<file path="config.mk">
export PLATFORM = sky130hd
export DESIGN_NAME = fpu_ss_issue_scoreboard_flat
export DESIGN_NICKNAME = d
export VERILOG_FILES = /design/src/rtl/fpu_ss_issue_scoreboard_if.sv /design/src/rtl/fpu_ss_issue_scoreboard.sv /design/src/flat_wrapper.sv
export SDC_FILE = /design/constraint.sdc
export NUM_CORES = 1
export LEC_CHECK = 0
export BUFFER_PORTS_ARGS = -buffer_cell sky130_fd_sc_hd__buf_2
export CAP_MARGIN = 20
export CORE_UTILIZATION = 60
export DETAILED_ROUTE_END_ITERATION = 6
export HOLD_SLACK_MARGIN = 0.12
export PLACE_DENSITY = 0.78
export SYNTH_ARGS = -nofsm -noshare
export SYNTH_HDL_FRONTEND = slang
export SYNTH_SLANG_ARGS = --single-unit
</file>
<file path="constraint.sdc">
create_clock -name clk_i -period 9.04 [get_ports clk_i]
set_clock_uncertainty 0.05 [all_clocks]
set_input_delay 2.712 -clock clk_i [delete_from_list [all_inputs] [get_ports clk_i]]
set_output_delay 2.712 -clock clk_i [all_outputs]
set_load 0.1 [all_outputs]
</file>
<file path="src/rtl/fpu_ss_issue_scoreboard_if.sv">
// Issue-side bus of the FPU issue scoreboard: buffer head, FPnew issue
// request, commit/kill messages, writeback notifications and forwarding
// selects. The slave modport is the scoreboard; the master is its environment.
//
// Handshakes: the buffer head (pop_valid_i + payload) is held stable until
// pop_ready_o is high at a rising edge. An issue transfer happens on a cycle
// with fpu_in_valid_o & fpu_in_ready_i. fpu_in_valid_o may fall without a
// transfer when inputs change. Commit and writeback are one-cycle,
// always-accepted strobes.
interface fpu_ss_issue_scoreboard_if #(
  parameter int NUM_FPR  = 32,
  parameter int ID_WIDTH = 4
);
  localparam int RW = $clog2(NUM_FPR);

  logic                pop_valid_i;
  logic                pop_ready_o;
  logic [ID_WIDTH-1:0] in_id_i;
  logic [2:0][RW-1:0]  rs_i;
  logic [2:0]          rs_used_i;
  logic [RW-1:0]       rd_i;
  logic                rd_is_fp_i;
  logic                fpu_in_valid_o;
  logic                fpu_in_ready_i;
  logic                x_commit_valid_i;
  logic [ID_WIDTH-1:0] x_commit_id_i;
  logic                x_commit_kill_i;
  logic                wb_valid_i;
  logic [RW-1:0]       wb_rd_i;
  logic                wb_rd_is_fp_i;
  logic [2:0]          fwd_o;

  modport master (
    output pop_valid_i, in_id_i, rs_i, rs_used_i, rd_i, rd_is_fp_i,
           fpu_in_ready_i, x_commit_valid_i, x_commit_id_i, x_commit_kill_i,
           wb_valid_i, wb_rd_i, wb_rd_is_fp_i,
    input  pop_ready_o, fpu_in_valid_o, fwd_o
  );

  modport slave (
    input  pop_valid_i, in_id_i, rs_i, rs_used_i, rd_i, rd_is_fp_i,
           fpu_in_ready_i, x_commit_valid_i, x_commit_id_i, x_commit_kill_i,
           wb_valid_i, wb_rd_i, wb_rd_is_fp_i,
    output pop_ready_o, fpu_in_valid_o, fwd_o
  );
endinterface

</file>
<file path="src/rtl/fpu_ss_issue_scoreboard.sv">
// Issue/retire controller between the offload instruction buffer and FPnew.
// Tracks pending writes per FP register, gates issue on commit/kill status
// per transaction ID, detects RAW/WAW hazards with optional writeback
// forwarding, and drops killed instructions without issuing them.
module fpu_ss_issue_scoreboard #(
  parameter int NUM_FPR      = 32,
  parameter int ID_WIDTH     = 4,
  parameter int MAX_INFLIGHT = 4,
  parameter bit FORWARDING   = 1'b1,
  parameter bit WAW_ALLOWED  = 1'b1,
  localparam int RW  = $clog2(NUM_FPR),
  localparam int CW  = $clog2(MAX_INFLIGHT + 1),
  localparam int NID = 2 ** ID_WIDTH
) (
  input  logic                  clk_i,
  input  logic                  rst_i,
  fpu_ss_issue_scoreboard_if.slave bus,
  output logic                  kill_drop_o,
  output logic [CW-1:0]         inflight_cnt_o,
  output logic                  full_o,
  output logic                  err_o
);

  logic [CW-1:0]  pend_q [NUM_FPR];
  logic [CW-1:0]  pend_d [NUM_FPR];
  logic [CW-1:0]  inflight_q, inflight_d;
  logic [NID-1:0] committed_q, committed_d;
  logic [NID-1:0] killed_q, killed_d;
  logic           err_q, err_d;

  logic           same_id_commit;
  logic           com, kil;
  logic [2:0]     raw;
  logic           stall_rs, stall_rd, stall_cap;
  logic           full;
  logic           drop, issue_hs, issue_fp, wb_fp;

  // Release status of the head ID, hazard detection and issue/drop decision.
  always_comb begin
    same_id_commit = bus.x_commit_valid_i && (bus.x_commit_id_i == bus.in_id_i);
    com = committed_q[bus.in_id_i] | (same_id_commit & ~bus.x_commit_kill_i);
    kil = killed_q[bus.in_id_i]    | (same_id_commit &  bus.x_commit_kill_i);
    wb_fp = bus.wb_valid_i & bus.wb_rd_is_fp_i;

    raw       = '0;
    bus.fwd_o = '0;
    stall_rs  = 1'b0;
    for (int k = 0; k < 3; k++) begin
      raw[k] = bus.rs_used_i[k] & (pend_q[bus.rs_i[k]] != '0);
      bus.fwd_o[k] = FORWARDING & raw[k] & wb_fp & (bus.wb_rd_i == bus.rs_i[k])
                     & (pend_q[bus.rs_i[k]] == CW'(1));
      stall_rs = stall_rs | (raw[k] & ~bus.fwd_o[k]);
    end

    // A writeback retiring the last pending write to rd releases the WAW stall.
    stall_rd = 1'b0;
    if (!WAW_ALLOWED) begin
      stall_rd = bus.rd_is_fp_i & (pend_q[bus.rd_i] != '0)
                 & ~(wb_fp & (bus.wb_rd_i == bus.rd_i) & (pend_q[bus.rd_i] == CW'(1)));
    end

    full      = (inflight_q == CW'(MAX_INFLIGHT));
    stall_cap = full & ~bus.wb_valid_i;

    // Kill wins over commit: a killed head is never offered to FPnew.
    drop               = bus.pop_valid_i & kil;
    bus.fpu_in_valid_o = bus.pop_valid_i & com & ~kil & ~stall_rs & ~stall_rd & ~stall_cap;
    issue_hs           = bus.fpu_in_valid_o & bus.fpu_in_ready_i;
    issue_fp           = issue_hs & bus.rd_is_fp_i;
    bus.pop_ready_o    = issue_hs | drop;
    kill_drop_o        = drop;
  end

  // Commit table: record commit/kill messages, clear the entry of a consumed head.
  always_comb begin
    committed_d = committed_q;
    killed_d    = killed_q;
    if (bus.x_commit_valid_i) begin
      if (bus.x_commit_kill_i) killed_d[bus.x_commit_id_i]    = 1'b1;
      else                     committed_d[bus.x_commit_id_i] = 1'b1;
    end
    // Applied after the set so a same-cycle commit to the consumed ID is absorbed.
    if (issue_hs || drop) begin
      committed_d[bus.in_id_i] = 1'b0;
      killed_d[bus.in_id_i]    = 1'b0;
    end
  end

  // Pending-write and in-flight counters with sticky underflow detection.
  always_comb begin
    pend_d     = pend_q;
    inflight_d = inflight_q;
    err_d      = err_q;
    for (int r = 0; r < NUM_FPR; r++) begin
      if (issue_fp && (bus.rd_i == RW'(r)) && !(wb_fp && (bus.wb_rd_i == RW'(r)))) begin
        pend_d[r] = pend_q[r] + CW'(1);
      end else if (wb_fp && (bus.wb_rd_i == RW'(r)) && !(issue_fp && (bus.rd_i == RW'(r)))) begin
        if (pend_q[r] == '0) err_d = 1'b1;
        else                 pend_d[r] = pend_q[r] - CW'(1);
      end
    end
    if (issue_hs && !bus.wb_valid_i) begin
      inflight_d = inflight_q + CW'(1);
    end else if (bus.wb_valid_i && !issue_hs) begin
      if (inflight_q == '0) err_d = 1'b1;
      else                  inflight_d = inflight_q - CW'(1);
    end
  end

  // State registers with synchronous reset.
  always_ff @(posedge clk_i) begin
    if (rst_i) begin
      for (int r = 0; r < NUM_FPR; r++) pend_q[r] <= '0;
      inflight_q  <= '0;
      committed_q <= '0;
      killed_q    <= '0;
      err_q       <= 1'b0;
    end else begin
      pend_q      <= pend_d;
      inflight_q  <= inflight_d;
      committed_q <= committed_d;
      killed_q    <= killed_d;
      err_q       <= err_d;
    end
  end

  assign inflight_cnt_o = inflight_q;
  assign full_o         = full;
  assign err_o          = err_q;

endmodule
</file>
<file path="src/flat_wrapper.sv">
// flat-port wrapper written by rule: the top's interface ports become plain ports
module fpu_ss_issue_scoreboard_flat 
#(
  parameter int NUM_FPR      = 32,
  parameter int ID_WIDTH     = 4,
  parameter int MAX_INFLIGHT = 4,
  parameter bit FORWARDING   = 1'b1,
  parameter bit WAW_ALLOWED  = 1'b1,
  localparam int RW  = $clog2(NUM_FPR),
  localparam int CW  = $clog2(MAX_INFLIGHT + 1),
  localparam int NID = 2 ** ID_WIDTH
)
  (clk_i, rst_i, kill_drop_o, inflight_cnt_o, full_o, err_o, bus_pop_valid_i, bus_in_id_i, bus_rs_i, bus_rs_used_i, bus_rd_i, bus_rd_is_fp_i, bus_fpu_in_ready_i, bus_x_commit_valid_i, bus_x_commit_id_i, bus_x_commit_kill_i, bus_wb_valid_i, bus_wb_rd_i, bus_wb_rd_is_fp_i, bus_pop_ready_o, bus_fpu_in_valid_o, bus_fwd_o);
  fpu_ss_issue_scoreboard_if #(.NUM_FPR(NUM_FPR), .ID_WIDTH(ID_WIDTH)) bus_i ();
  input  logic clk_i;
  input  logic rst_i;
  output logic kill_drop_o;
  output logic [CW-1:0] inflight_cnt_o;
  output logic full_o;
  output logic err_o;
  input wire logic [$bits(bus_i.pop_valid_i)-1:0] bus_pop_valid_i;
  input wire logic [$bits(bus_i.in_id_i)-1:0] bus_in_id_i;
  input wire logic [$bits(bus_i.rs_i)-1:0] bus_rs_i;
  input wire logic [$bits(bus_i.rs_used_i)-1:0] bus_rs_used_i;
  input wire logic [$bits(bus_i.rd_i)-1:0] bus_rd_i;
  input wire logic [$bits(bus_i.rd_is_fp_i)-1:0] bus_rd_is_fp_i;
  input wire logic [$bits(bus_i.fpu_in_ready_i)-1:0] bus_fpu_in_ready_i;
  input wire logic [$bits(bus_i.x_commit_valid_i)-1:0] bus_x_commit_valid_i;
  input wire logic [$bits(bus_i.x_commit_id_i)-1:0] bus_x_commit_id_i;
  input wire logic [$bits(bus_i.x_commit_kill_i)-1:0] bus_x_commit_kill_i;
  input wire logic [$bits(bus_i.wb_valid_i)-1:0] bus_wb_valid_i;
  input wire logic [$bits(bus_i.wb_rd_i)-1:0] bus_wb_rd_i;
  input wire logic [$bits(bus_i.wb_rd_is_fp_i)-1:0] bus_wb_rd_is_fp_i;
  output wire logic [$bits(bus_i.pop_ready_o)-1:0] bus_pop_ready_o;
  output wire logic [$bits(bus_i.fpu_in_valid_o)-1:0] bus_fpu_in_valid_o;
  output wire logic [$bits(bus_i.fwd_o)-1:0] bus_fwd_o;
  assign bus_i.pop_valid_i = bus_pop_valid_i;
  assign bus_i.in_id_i = bus_in_id_i;
  assign bus_i.rs_i = bus_rs_i;
  assign bus_i.rs_used_i = bus_rs_used_i;
  assign bus_i.rd_i = bus_rd_i;
  assign bus_i.rd_is_fp_i = bus_rd_is_fp_i;
  assign bus_i.fpu_in_ready_i = bus_fpu_in_ready_i;
  assign bus_i.x_commit_valid_i = bus_x_commit_valid_i;
  assign bus_i.x_commit_id_i = bus_x_commit_id_i;
  assign bus_i.x_commit_kill_i = bus_x_commit_kill_i;
  assign bus_i.wb_valid_i = bus_wb_valid_i;
  assign bus_i.wb_rd_i = bus_wb_rd_i;
  assign bus_i.wb_rd_is_fp_i = bus_wb_rd_is_fp_i;
  assign bus_pop_ready_o = bus_i.pop_ready_o;
  assign bus_fpu_in_valid_o = bus_i.fpu_in_valid_o;
  assign bus_fwd_o = bus_i.fwd_o;
  fpu_ss_issue_scoreboard #(.NUM_FPR(NUM_FPR), .ID_WIDTH(ID_WIDTH), .MAX_INFLIGHT(MAX_INFLIGHT), .FORWARDING(FORWARDING), .WAW_ALLOWED(WAW_ALLOWED)) u_core (.clk_i(clk_i), .rst_i(rst_i), .bus(bus_i), .kill_drop_o(kill_drop_o), .inflight_cnt_o(inflight_cnt_o), .full_o(full_o), .err_o(err_o));
endmodule
</file>
==> summary.md, run 1 <==
| Metric | Value |
|---|---|
| Starting Density | around 62% |
| Unrepaired setup endpoints after global routing | no |
| DRC | 0 |
| Die area | approximately 19000 sq um |
| Main flop type after synthesis | dfxtp_1 |
| Relative slew slack | between 30% and 40% |
| Min cycle time layout | 8.48 ns |
| H-Tree Level Count | 4 |
| Maximum clock rate | around 0.12 GHz |
| Via density | approximately 6.5 |
| Tcrit/Tclk final | between 90% and 100% |
| Post-cts resize count | 0 |
| Die Width | 137 um |
| Largest net degree at the start of global routing | 90 |
| Critical Path RT | approximately 6.3 ns |
| Critical path class | in2out |
| Synth Register Bits | 132 |
| Max Slew Vio Count | 0 |
| Core Footprint | 17500 sq um |
| Share of cells above drive strength 1 | 12.9% |
| Max_cap viols | 0 |
| Final Non-Filler Cells | between 1.5k and 2k |
| Final #Nets | ~1.4k |
| Ys Warns | 0 |
| Crit path capture type | output pin |
| Post-route ant nets | 0 |
| Root Driver | clkbuf_16 |
| Initial DRC Count | slightly above 1k |
| Ant. Diodes | 0 |
| Hold Crit Class | reg2reg |
| Global Route met1 Usage | ~46% |
| Num CTS Buffers | 17 |
| Post-synth EDFFs | 0 |
| Fill count | between 1k and 1.5k |
| Pwr dens | approximately 130 nW/um^2 |
| LEAKAGE | between 4 and 5 nW |
| Post-CTS Setup Repair Bufs | 0 |
| Part of the Yosys area used for sequential elements | about a quarter |
| Clk Latency, worst-skew pair | ~0.44 ns |
| Startpoint types | input port |
| Routed len/inst | around 21 um |
| Total wire length | about 32000 um |
| Crit Path Max Fanout | 18 |
| Syn Area/Cell | between 8 and 9 sq um |
| Top Ports | 56 |
| Setup violators final | 0 |
| Post-DP HPWL | approximately 24000 um |
| Syn_nets | 1431 |
| Placed insts | between 1.5k and 2k |
| Count of different cell masters after synthesis | 63 |
| Total track usage | a little over a third |
| GR Util met2 | a little under three fifths |
| Global-route wire length before repair | ~50000 um |
| Most Used Layer, Global Route | met2 |
| Overflow after GRT | 0 |
| Final number of hold-violating endpoints | 0 |
| Number of iterations in the first detailed-routing pass | 5 |
| Row Count | between 40 and 50 |
| CTS Sinks | ~130 |
| Synth Instances | roughly 1.3k |
| Grt met3 use | between 10% and 20% |
| Multi-input gate area in the final layout | around 7600 sq um |
| Async set-reset flop share out of synthesis | 0% |
| # hold bufs at CTS | 0 |
| Height of the die | around 140 um |
| Peak VDD IR | roughly 0.00016 V |
| Syn Std Cell Area | between 10000 and 15000 sq um |
| Number of global-route vias before repair | between 9k and 10k |
| Max Buffers Root-to-Sink | 2 |
| Initial antenna violation count | 0 |
| Post-Place Setup Slack | roughly 0.65 ns |
| Design Power | roughly 1.6 mW |
| RePlAce Congestion | between 1 and 1.5 |
| Setup WS post-layout | 0.557 ns |
| Reg area | 2640 sq um |
| CTS clock-pin slew for the worst setup and hold paths | 0.06 ns |
| Worst slew pin tran | 1.01 ns |
| IO Port Bufs | 55 |
| Crit path DAT | 5.72 ns |
| CTS tree | yes |
| Status | complete, no violations |
| Util after Layout | around 68% |
| P&R area growth vs syn | 8.58% |
| Setup tns final | 0 ns |
| Total number of vias | a little over 10k |
## cells in the final DEF, fill, tap and decap left out, types with 13 or more instances in the layout
master,n
fa_1,33
a21oi_1,105
clkbuf_16,17
nor3_1,66
nor2_1,156
inv_1,80
mux2i_1,25
nor4_1,32
nand3_1,52
dfxtp_1,132
xnor2_1,46
a22oi_1,13
nand2b_1,13
nand2_1,146
xor2_1,39
mux4_2,44
and3_1,34
ha_1,66
buf_2,53
a211oi_1,28
## layer usage
layer | part of all wire, % | vias to the layer above
met5 | 0 | -
met4 | 4.1 | 0
met3 | 13 | 106
met2 | 44 | 624
met1 | 39 | 4756
li1 | - | 4579
## report_power, final
group | leakage (nW) | internal, mW | switching [mW] | total (mW)
Clock | 0.294 | 0.423 | 0.306 | 0.729
Combinational | 3.07 | 0.0636 | 0.164 | 0.228
Sequential | 1.06 | 0.588 | 0.00701 | 0.595
Total | 4.43 | 1.08 | 0.477 | 1.55
## cell usage after synthesis (all sizes together) (8+ instances only)
library cell / number / area, sq um
nor2: 156 / 586
nand2: 146 / 548
dfxtp: 132 / 2640
a21oi: 105 / 526
inv: 80 / 300
ha: 66 / 826
nor3: 66 / 330
nand3: 52 / 260
mux4: 50 / 1150
xnor2: 46 / 403
clkbuf: 41 / 158
a211oi: 39 / 348
xor2: 39 / 342
and3: 34 / 213
fa: 33 / 661
nor4: 32 / 200
buf: 30 / 209
mux2i: 25 / 250
a22oi: 13 / 97.6
nand2b: 13 / 81.3
nor3b: 11 / 87.6
nor2b: 10 / 62.6
nand4: 9 / 62.6
a2111oi: 8 / 101
## registers in the layout, indices dropped and copies added (netlist names)
register,count
u_core.inflight_cnt_o,3
u_core.pend_q,96
u_core.err_o,1
u_core.committed_q,16
u_core.killed_q,16
## through the flow
step / area, sq um / hold WS, ns
6_report: 11800 / 0.460
5_1_grt: 11800 / 0.494
4_1_cts: 11800 / 0.461
3_5_place_dp: 11200 / 0.451
3_3_place_gp: 11200 / 0.444
2_1_floorplan: 10900 / 0.428
## critical path: stages
cell	delay (ns)
buf_2	0.45
mux4_2	0.56
mux4_2	0.49
o22ai_1	0.19
nor3b_1	0.09
a311oi_1	0.35
nand2_1	0.19
o31ai_4	0.44
buf_12	0.24
## layout make-up
class	count	share of cell area (%)
clock buffers	19	3.75
well taps	225	2.39
clock inverters	13	1.36
flip-flops and latches	132	22.4
inverters	80	2.55
multi-input cells	1004	64.2
repair buffers	67	3.35
## logic make-up (layout without fill, tap and decap cells)
logic type                 count (synthesis)  in the layout  synth area share [%]
AOI/OAI and AO/OA                        191            191                  11.9
xor gates and xnor gates                  85             85                  6.85
adders and majority gates                 99             99                  13.7
buffers and inverters                    151            179                  6.14
DFF                                      132            132                  24.3
muxes                                     79             79                  13.3
and+or+nand+nor                          550            550                  23.8
## worst paths after layout
path                             to  cells after the start  slack (ns)         startpoint
setup / recovery    bus_pop_ready_o                      9        0.56        bus_rs_i[1]
hold / removal    u_core.pend_q[25]                      2        0.46  u_core.pend_q[25]
setup reg to reg       u_core.err_o                     15        3.83   u_core.pend_q[0]
hold reg to reg   u_core.pend_q[25]                      2        0.46  u_core.pend_q[25]
No activity file was read; power rests on OpenSTA's default activity.
==> inputs of run 2 (changes only) <==
--- a/config.mk
+++ b/config.mk
@@ -8,6 +8,7 @@
 export BUFFER_PORTS_ARGS = -buffer_cell sky130_fd_sc_hd__buf_2
 export CAP_MARGIN = 20
 export CORE_UTILIZATION = 60
+export CTS_BUF_LIST = sky130_fd_sc_hd__clkbuf_4
 export DETAILED_ROUTE_END_ITERATION = 6
 export HOLD_SLACK_MARGIN = 0.12
 export PLACE_DENSITY = 0.78
==> run 2 against run 1 <==
Compared with the run above: the flow now finishes with violations (DRC); routed wire length fell by 1.1%; first-iteration DRC count fell by 2.8%; critical path depth did not move; utilization fell by 1.7 points; clock power fell by 39%; die area did not move; critical path type unchanged; largest power group is now registers.
==> summary.md, run 2 (synthesis gave the netlist of run 1 again) <==
| Metric | Value |
|---|---|
| Status | complete, but fails checks |
| Failing checks | DRC |
| Overflow after GRT | 0 (unchanged) |
| Crit path capture type | output pin |
| Total track usage | 35.6% (-0.35 points) |
| Initial antenna violation count | 2 (+2) |
| # hold bufs at CTS | 0 (unchanged) |
| Commonest non-fill, non-tap cells in the layout | nor2_1, nand2_1, dfxtp_1 |
| Starting Density | 62.2% (unchanged) |
| Num CTS Buffers | 17 (unchanged) |
| LEAKAGE | 4.29 nW (-3.0%) |
| Critical path class | in2out |
| Largest net degree at the start of global routing | 90 (unchanged) |
| Post-route ant nets | 0 (unchanged) |
| Total wire length | 31700 um (-1.1%) |
| H-Tree Level Count | 4 (unchanged) |
| Final #Nets | 1446 (unchanged) |
| Hold Crit Class | reg2reg |
| Setup violators final | 0 (unchanged) |
| Crit path DAT | 5.74 ns (+0.02 ns) |
| Startpoint types | input port |
| Post-CTS Setup Repair Bufs | 0 (unchanged) |
| Peak VDD IR | 0.000162 V (+2.4%) |
| Util after Layout | 65.8% (-1.7 points) |
| Tcrit/Tclk final | 94.0% (+0.17 points) |
| Number of global-route vias before repair | 9199 (-1.6%) |
| Worst slew pin tran | 1.11 ns (+0.0931 ns) |
| Crit Path Max Fanout | 18 (unchanged) |
| Largest regs | u_core.pend_q: 96 flops, u_core.committed_q: 16 flops, u_core.killed_q: 16 flops |
| Min cycle time layout | 8.50 ns (+0.0154 ns) |
| Relative slew slack | 25.5% (-6.3 points) |
| DRC | 6 (+6) |
| CTS clock-pin slew for the worst setup and hold paths | 0.13 ns (+0.07 ns) |
| Via density | 6.43 (-1.7%) |
| Root Driver | clkbuf_4 |
| Biggest register | u_core.pend_q |
| Pwr dens | 110 nW/um^2 (-16%) |
| Clk Latency, worst-skew pair | 0.62 ns (+0.18 ns) |
| Crit-path most repeated cell | mux4_2 |
| Critical-path top delay cell | mux4_2 |
| Final number of hold-violating endpoints | 0 (unchanged) |
| Critical Path RT | 6.28 ns (about the same) |
| Core Footprint | 17500 sq um (unchanged) |
| Setup tns final | 0 ns (unchanged) |
| Post-DP HPWL | 23800 um (unchanged) |
| Die area | 18700 sq um (unchanged) |
| Number of iterations in the first detailed-routing pass | 7 (+2) |
| Height of the die | 137 um (unchanged) |
| Global-route wire length before repair | 49400 um (-1.3%) |
| Share of cells above drive strength 1 | 12.9% (unchanged) |
| Post-cts resize count | 0 (unchanged) |
| P&R area growth vs syn | 5.80% |
| Setup slack, reg-to-reg | 3.84 ns (about the same) |
| Max Slew Vio Count | 0 (unchanged) |
| RePlAce Congestion | 1.03 (unchanged) |
| Row Count | 48 (unchanged) |
| Max reg flops | 96 (unchanged) |
| Initial DRC Count | 1009 (-2.8%) |
| Maximum clock rate | 0.118 GHz (-0.18%) |
| CTS tree | yes |
| Total number of vias | 9901 (-1.6%) |
| Die Width | 137 um (unchanged) |
| IO Port Bufs | 55 (unchanged) |
| Fill count | 1500 (+3.7%) |
| Unrepaired setup endpoints after global routing | no |
| CTS Sinks | 132 (unchanged) |
| Max_cap viols | 0 (unchanged) |
| Crit-path cells | buf_2 -> mux4_2 -> mux4_2 -> o22ai_1 -> nor3b_1 -> a311oi_1 -> nand2_1 -> o31ai_4 -> buf_12 |
| Most common cell after layout, fill and taps aside | nor2_1 |
| Max incr delay on CP | 0.56 ns (about the same) |
| Max Buffers Root-to-Sink | 2 (unchanged) |
| Routed len/inst | 20.6 um (-1.2%) |
| Top Ports | 56 (unchanged) |
run 2: cell types whose count changed in the layout (fill, tap and decap cells not counted):
cell | previous run | this run
clkinv_1 | 0 | 1
clkbuf_8 | 1 | 0
clkbuf_4 | 1 | 19
diode_2 | 0 | 1
clkbuf_1 | 1 | 0
clkbuf_16 | 17 | 0
run 2: final timing paths:
| kind | startpoint | endpoint | cells after the start |
|---|---|---|---|
| max | bus_rs_i[1] | bus_pop_ready_o | 9 |
| min | u_core.pend_q[25] | u_core.pend_q[25] | 2 |
| max reg2reg | u_core.pend_q[0] | u_core.err_o | 15 |
| min reg2reg | u_core.pend_q[25] | u_core.pend_q[25] | 2 |
run 2: layout make-up:
type	count	area, sq um	area share [%]
flip-flops and latches	132	2640	23.0
well taps	225	282	2.45
clock buffers	18	135	1.18
multi-input cells	1004	7570	65.9
clock inverters	14	164	1.43
diodes	1	2.50	0.0218
inverters	80	300	2.61
repair buffers	67	395	3.44
run 2: metrics by stage:
step           power (mW)  area [sq um]  hold WS (ns)  worst slack, ns  instances
3_3_place_gp        0.829         11200         0.444            0.703       1506
3_5_place_dp        0.831         11200         0.451            0.649       1506
5_1_grt              1.31         11500         0.505            0.389       1541
2_1_floorplan       0.774         10900         0.428            0.338       1287
6_report             1.27         11500         0.468            0.542       1541
4_1_cts              1.27         11500         0.469            0.612       1538
run 2: metal layers:
layer / vias up / wire length (um) / track usage (%)
li1: 4562 / - / -
met2: 526 / 14100 / 54.4
met4: 2 / 1240 / 16.3
met3: 97 / 3740 / 11.4
met1: 4714 / 12600 / 45.6
met5: - / 11 / 1.39
run 2: worst max-delay path: cells and delay by family:
kind | cells | cell delay (ns)
compound gates | 3 | 0.98
buf+inv | 2 | 0.69
mux | 2 | 1.05
simple gates | 2 | 0.29
run 2: power by group:
group          total [mW]  leakage [nW]  switching, mW  internal (mW)
Clock               0.446         0.160          0.270          0.176
Combinational       0.227          3.07          0.164         0.0637
Sequential          0.595          1.06        0.00692          0.588
